<file path="src/rtl/mem_port_arbiter.sv">
// Shares the main memory's data port between the MIPS CPU load/store path and
// the AXI-Lite host path using a request/grant handshake and 1-cycle read return.
module mem_port_arbiter #(
  parameter int ADDR_WIDTH = 9,
  parameter int MAX_WAIT   = 15
) (
  input  logic                  mips_cpu_clk,
  input  logic                  mips_cpu_reset,
  input  logic                  cpu_halt,

  input  logic                  cpu_req,
  input  logic                  cpu_we,
  input  logic [ADDR_WIDTH-1:0] cpu_addr,
  input  logic [31:0]           cpu_wdata,
  output logic                  cpu_gnt,
  output logic                  cpu_rvalid,
  output logic [31:0]           cpu_rdata,

  input  logic                  host_req,
  input  logic                  host_we,
  input  logic [ADDR_WIDTH-1:0] host_addr,
  input  logic [31:0]           host_wdata,
  output logic                  host_gnt,
  output logic                  host_rvalid,
  output logic [31:0]           host_rdata,

  output logic                  mem_en,
  output logic                  mem_we,
  output logic [ADDR_WIDTH-1:0] mem_addr,
  output logic [31:0]           mem_wdata,
  input  logic [31:0]           mem_rdata,

  output logic [31:0]           conflict_cnt
);

  localparam logic [7:0] WAIT_LIMIT = 8'(MAX_WAIT);

  logic [7:0] wait_cnt;

  // NOTE: every combinational output gets a default before the priority
  // chain, so no path leaves a value unassigned and no latch is inferred.
  always_comb begin
    cpu_gnt  = 1'b0;
    host_gnt = 1'b0;
    if (!mips_cpu_reset) begin
      if (cpu_halt)
        host_gnt = host_req;
      else if (host_req && wait_cnt == WAIT_LIMIT)
        host_gnt = 1'b1;
      else if (cpu_req)
        cpu_gnt = 1'b1;
      else
        host_gnt = host_req;
    end
  end

  // Idle cycles drive zeros so the memory never sees stale address/data.
  always_comb begin
    mem_en    = cpu_gnt | host_gnt;
    mem_we    = 1'b0;
    mem_addr  = '0;
    mem_wdata = '0;
    if (cpu_gnt) begin
      mem_we    = cpu_we;
      mem_addr  = cpu_addr;
      mem_wdata = cpu_wdata;
    end else if (host_gnt) begin
      mem_we    = host_we;
      mem_addr  = host_addr;
      mem_wdata = host_wdata;
    end
  end

  // NOTE: sequential state uses non-blocking assignments so all registers
  // sample the pre-edge values of each other.
  always_ff @(posedge mips_cpu_clk or posedge mips_cpu_reset) begin
    if (mips_cpu_reset)
      wait_cnt <= '0;
    else if (!host_req || host_gnt)
      wait_cnt <= '0;
    else if (wait_cnt != WAIT_LIMIT)
      wait_cnt <= wait_cnt + 8'd1;
  end

  always_ff @(posedge mips_cpu_clk or posedge mips_cpu_reset) begin
    if (mips_cpu_reset) begin
      cpu_rvalid  <= 1'b0;
      host_rvalid <= 1'b0;
    end else begin
      cpu_rvalid  <= cpu_gnt & ~cpu_we;
      host_rvalid <= host_gnt & ~host_we;
    end
  end

  // Memory read data is shared; only the owner of the previous read sees it.
  assign cpu_rdata  = cpu_rvalid  ? mem_rdata : 32'h0;
  assign host_rdata = host_rvalid ? mem_rdata : 32'h0;

  always_ff @(posedge mips_cpu_clk or posedge mips_cpu_reset) begin
    if (mips_cpu_reset)
      conflict_cnt <= '0;
    else if (cpu_req && host_req && conflict_cnt != 32'hFFFF_FFFF)
      conflict_cnt <= conflict_cnt + 32'd1;
  end

endmodule

</file>
<file path="config.mk">
export PLATFORM = sky130hd
export DESIGN_NAME = mem_port_arbiter
export DESIGN_NICKNAME = d
export VERILOG_FILES = /design/src/rtl/mem_port_arbiter.sv
export SDC_FILE = /design/constraint.sdc
export NUM_CORES = 1
export LEC_CHECK = 0
export CAP_MARGIN = 5
export CORE_ASPECT_RATIO = 2
export CORE_MARGIN = 5
export CORE_UTILIZATION = 32
export CTS_CLUSTER_SIZE = 14
export DETAILED_ROUTE_END_ITERATION = 8
export PLACE_DENSITY_LB_ADDON = 0.25
export SETUP_SLACK_MARGIN = 0.02
export SLEW_MARGIN = 20
export SYNTH_ARGS = -nofsm -noshare
export SYNTH_HDL_FRONTEND = slang
export SYNTH_SLANG_ARGS = --single-unit
</file>
<file path="constraint.sdc">
create_clock -name mips_cpu_clk -period 5.2 [get_ports mips_cpu_clk]
set_input_delay 1.3 -clock mips_cpu_clk [delete_from_list [all_inputs] [get_ports mips_cpu_clk]]
set_output_delay 1.3 -clock mips_cpu_clk [all_outputs]
set_load 0.03 [all_outputs]
</file>
==> flow_summary.toml <==
[die]
fp.dieH_um = 145
initial_core_util = 0.327
design.die.area_um2 = 11300
row_count = 49
floorplan.core_area_um2 = 8950
die-width_um = 77.6
ios = 264

[placed_design]
pre_cts_slack_ps = 814
io_buffer_count = 263
place.gp.congestion = 0.940
dp_cell_count = 674
hpwlAfterDp_um = 11900

[sta]
worst_case_headroom_to_the_max_slew_limit = 0.390
fin_crit_sh = 0.844
fin_ws_ps = 809
hold_violations = 0
clock.fmax_mhz = 228
post-route-min-period_ps = 4390
rsz0062_at_grt = "false"
setup_viol = 0
fin_worst_skew_ps = 2.91
final-max-slew-violation-count = 0
timing_worst_slew_pin_value_ps = 907
setup_tns_ps = 0

[cells_and_area]
ff_latch_area_um2 = 1050
layout.cells.most_common_list = "sky130_fd_sc_hd__clkdlybuf4s50_1 (219), sky130_fd_sc_hd__and2_1 (66), sky130_fd_sc_hd__a22o_1 (42), sky130_fd_sc_hd__dfrtp_1 (42), sky130_fd_sc_hd__xor2_1 (34)"
mostFrequentLayoutCell = "sky130_fd_sc_hd__clkdlybuf4s50_1"
fill_cells = 721
area_growth_pct = 106
diodes = 0
multi_input_comb_area_um2 = 1800
layout.cells.non_filler = 682
final_core_utilization = 0.675
design.final.nets = 702
final_layout_size_suffix_gt1_frac = 0.117

[cts]
path_clk_slew_ps = 60
clkLatencyLatePin_ps = 290
clock-sinks = 42
ctsLongestPathBuffers = 2
cts_post_setup_buffers_inserted = 0
cts.hold.buffers_added = 0
post_cts.resized_instances = 0
ctsHtreeMaxLevel = 2
number_of_cts_inserted_buffers = 5
tritoncts = "done"
buffer_cell_driving_the_clock_tree_root = "sky130_fd_sc_hd__clkbuf_16"

[global_routing]
global_route_usage_over_all_layers = 0.241
grt_overflow = 0
grt_pass1_wl_um = 21400
grt_start_max_net_pins = 43
grt_antenna_before_repair = 0
first_global_vias = 3774

[synthesis]
synth_area_per_cell_um2 = 9.06
postSynthRegisterBits = 42
synthesis.yosys.warnings = 0
synth.top_cells.by_area = "sky130_fd_sc_hd__dfrtp_1 (36%), sky130_fd_sc_hd__and2_1 (14%), sky130_fd_sc_hd__a22o_1 (13%), sky130_fd_sc_hd__xor2_1 (10%), sky130_fd_sc_hd__nand2_1 (2.8%)"
seq_area_frac_synth = 0.359
synth_nets = 446
yosys.area.top_type = "sky130_fd_sc_hd__dfrtp_1"
netlist-cell-type-count = 38
synth_top_area_frac = 0.359
synth_instances = 323
syn-cell-area_um2 = 2930

[drt]
drt-wirelength-per-cell_um = 20.5
post_drt_via_cell_ratio = 5.25
drc_errors = 0
drt_wl_total_um = 14000
detail_route.iter0.violations = 153
ant_nets = 0
routed-via-count = 3581
detailedRoute.firstPassIterationCount = 4

[power_and_ir_drop]
total_leakage_power_nw = 2.59
ir_drop_v = 0.000135
cellPowerDensity_nw_per_um2 = 206

[setup_path]
crit_path_end_kind = "output pin"
worst_r2r_endpoint = "conflict_cnt[1]$_DFFE_PP0P_"
cp_data_arrival_time_ps = 3090
worstSetupEndpoint = "mem_en"
timing.critical_path.fanout_max = 33
rrSetupSlack_ps = 2290
path_class = "primary input to output pin"
cp.required_ps = 3900
rr_startpoint = "conflict_cnt[0]$_DFFE_PP0P_"
worst_setup_path_start_kind = "primary input"
startpoint_of_the_worst_setup_timing_path = "cpu_req"
reg2regPathDepth = 7

[hold_path]
hold_start = "conflict_cnt[24]$_DFFE_PP0P_"
hp-class = "register to register"
whs_path_depth = 1

[flow_run]
drv_cap = 0

[status]
status = "finished clean"
==> per-layer routing <==
layer  up-vias  track usage  share of wire
met5         -            0              0
met4         0       0.0714          0.022
met3        17       0.0720           0.10
met2       233        0.422           0.51
met1      1680        0.277           0.36
li1       1651            -              -
==> per-stage QoR <==
stage	hold slack, ps	total power [W]	cell area [um2]
2_1_floorplan	470	0.000615	2930
3_3_place_gp	476	0.000885	5870
3_5_place_dp	483	0.000893	5870
4_1_cts	492	0.00126	6040
5_1_grt	525	0.00129	6040
6_report	491	0.00124	6040
==> state kept, by name, indices dropped and copies added, names as in the netlist <==
| signal | cells |
|---|---|
| wait_cnt | 8 |
| host_rvalid | 1 |
| conflict_cnt | 32 |
| cpu_rvalid | 1 |
==> cell type report <==
class                           instances  share of cell area
Tap cell                              102              0.0211
Multi-Input combinational cell        260               0.298
Clock buffer                            5              0.0207
Timing Repair Buffer                  268               0.478
Sequential cell                        42               0.174
Inverter                                2             0.00124
Clock inverter                          3             0.00725
==> how the worst min path moves through the flow <==
| stage | to |
|---|---|
| after CTS | conflict_cnt[24]$_DFFE_PP0P_ |
| after detailed placement | conflict_cnt[24]$_DFFE_PP0P_ |
| after global routing | conflict_cnt[24]$_DFFE_PP0P_ |
| after global placement | conflict_cnt[24]$_DFFE_PP0P_ |
| final | conflict_cnt[24]$_DFFE_PP0P_ |
| after floorplan | wait_cnt[0]$_DFFE_PP0P_ |
==> report_power, final <==
part           internal (W)  switching (W)  leakage (nW)
registers          0.000359      0.0000492         0.557
clock network      0.000227       0.000134        0.0842
logic              0.000245       0.000230          1.95
==> cells by family after synthesis <==
group | count (synthesis) | synth area share
buf+inv | 21 | 0.0304
flops | 42 | 0.359
xor+xnor | 35 | 0.105
simple gates | 173 | 0.349
mux | 3 | 0.0107
compound gates | 47 | 0.137
fa+ha+maj | 2 | 0.00855
==> synth_stat cells <==
library cell and instances:
sky130_fd_sc_hd__nand4_1 5, sky130_fd_sc_hd__nor2b_1 2, sky130_fd_sc_hd__a211oi_1 1, sky130_fd_sc_hd__o22ai_1 1, sky130_fd_sc_hd__mux2_1 1, sky130_fd_sc_hd__or2_2 1
sky130_fd_sc_hd__nand2_1 22, sky130_fd_sc_hd__nand4_2 1, sky130_fd_sc_hd__mux2i_1 2, sky130_fd_sc_hd__nor4_2 2, sky130_fd_sc_hd__or3_1 1, sky130_fd_sc_hd__o211a_1 1
sky130_fd_sc_hd__and3_1 5, sky130_fd_sc_hd__dfrtp_1 42, sky130_fd_sc_hd__and2_0 1, sky130_fd_sc_hd__nor3_2 2, sky130_fd_sc_hd__buf_2 2, sky130_fd_sc_hd__nand3_2 1
sky130_fd_sc_hd__a21oi_1 2, sky130_fd_sc_hd__xor2_1 34, sky130_fd_sc_hd__nor3b_1 2, sky130_fd_sc_hd__nor4_1 9, sky130_fd_sc_hd__buf_6 1, sky130_fd_sc_hd__nand2b_1 4
sky130_fd_sc_hd__inv_1 2, sky130_fd_sc_hd__nor2_1 16, sky130_fd_sc_hd__a22o_1 42, sky130_fd_sc_hd__nand3_1 15, sky130_fd_sc_hd__and2_1 66, sky130_fd_sc_hd__nor4_4 1
sky130_fd_sc_hd__nor3_1 11, sky130_fd_sc_hd__xnor2_1 1, sky130_fd_sc_hd__ha_1 2, sky130_fd_sc_hd__clkbuf_1 16, sky130_fd_sc_hd__nor3b_2 1, sky130_fd_sc_hd__or4_4 1
sky130_fd_sc_hd__and4_1 3, sky130_fd_sc_hd__nand3b_1 1
==> critical path, stage by stage <==
cell                              delay, ps
sky130_fd_sc_hd__clkdlybuf4s50_1        520
sky130_fd_sc_hd__nand2b_1               130
sky130_fd_sc_hd__o211a_1                400
sky130_fd_sc_hd__buf_12                 250
sky130_fd_sc_hd__or2_2                  310
sky130_fd_sc_hd__buf_4                  170
No activity file was read; power rests on OpenSTA's default activity.
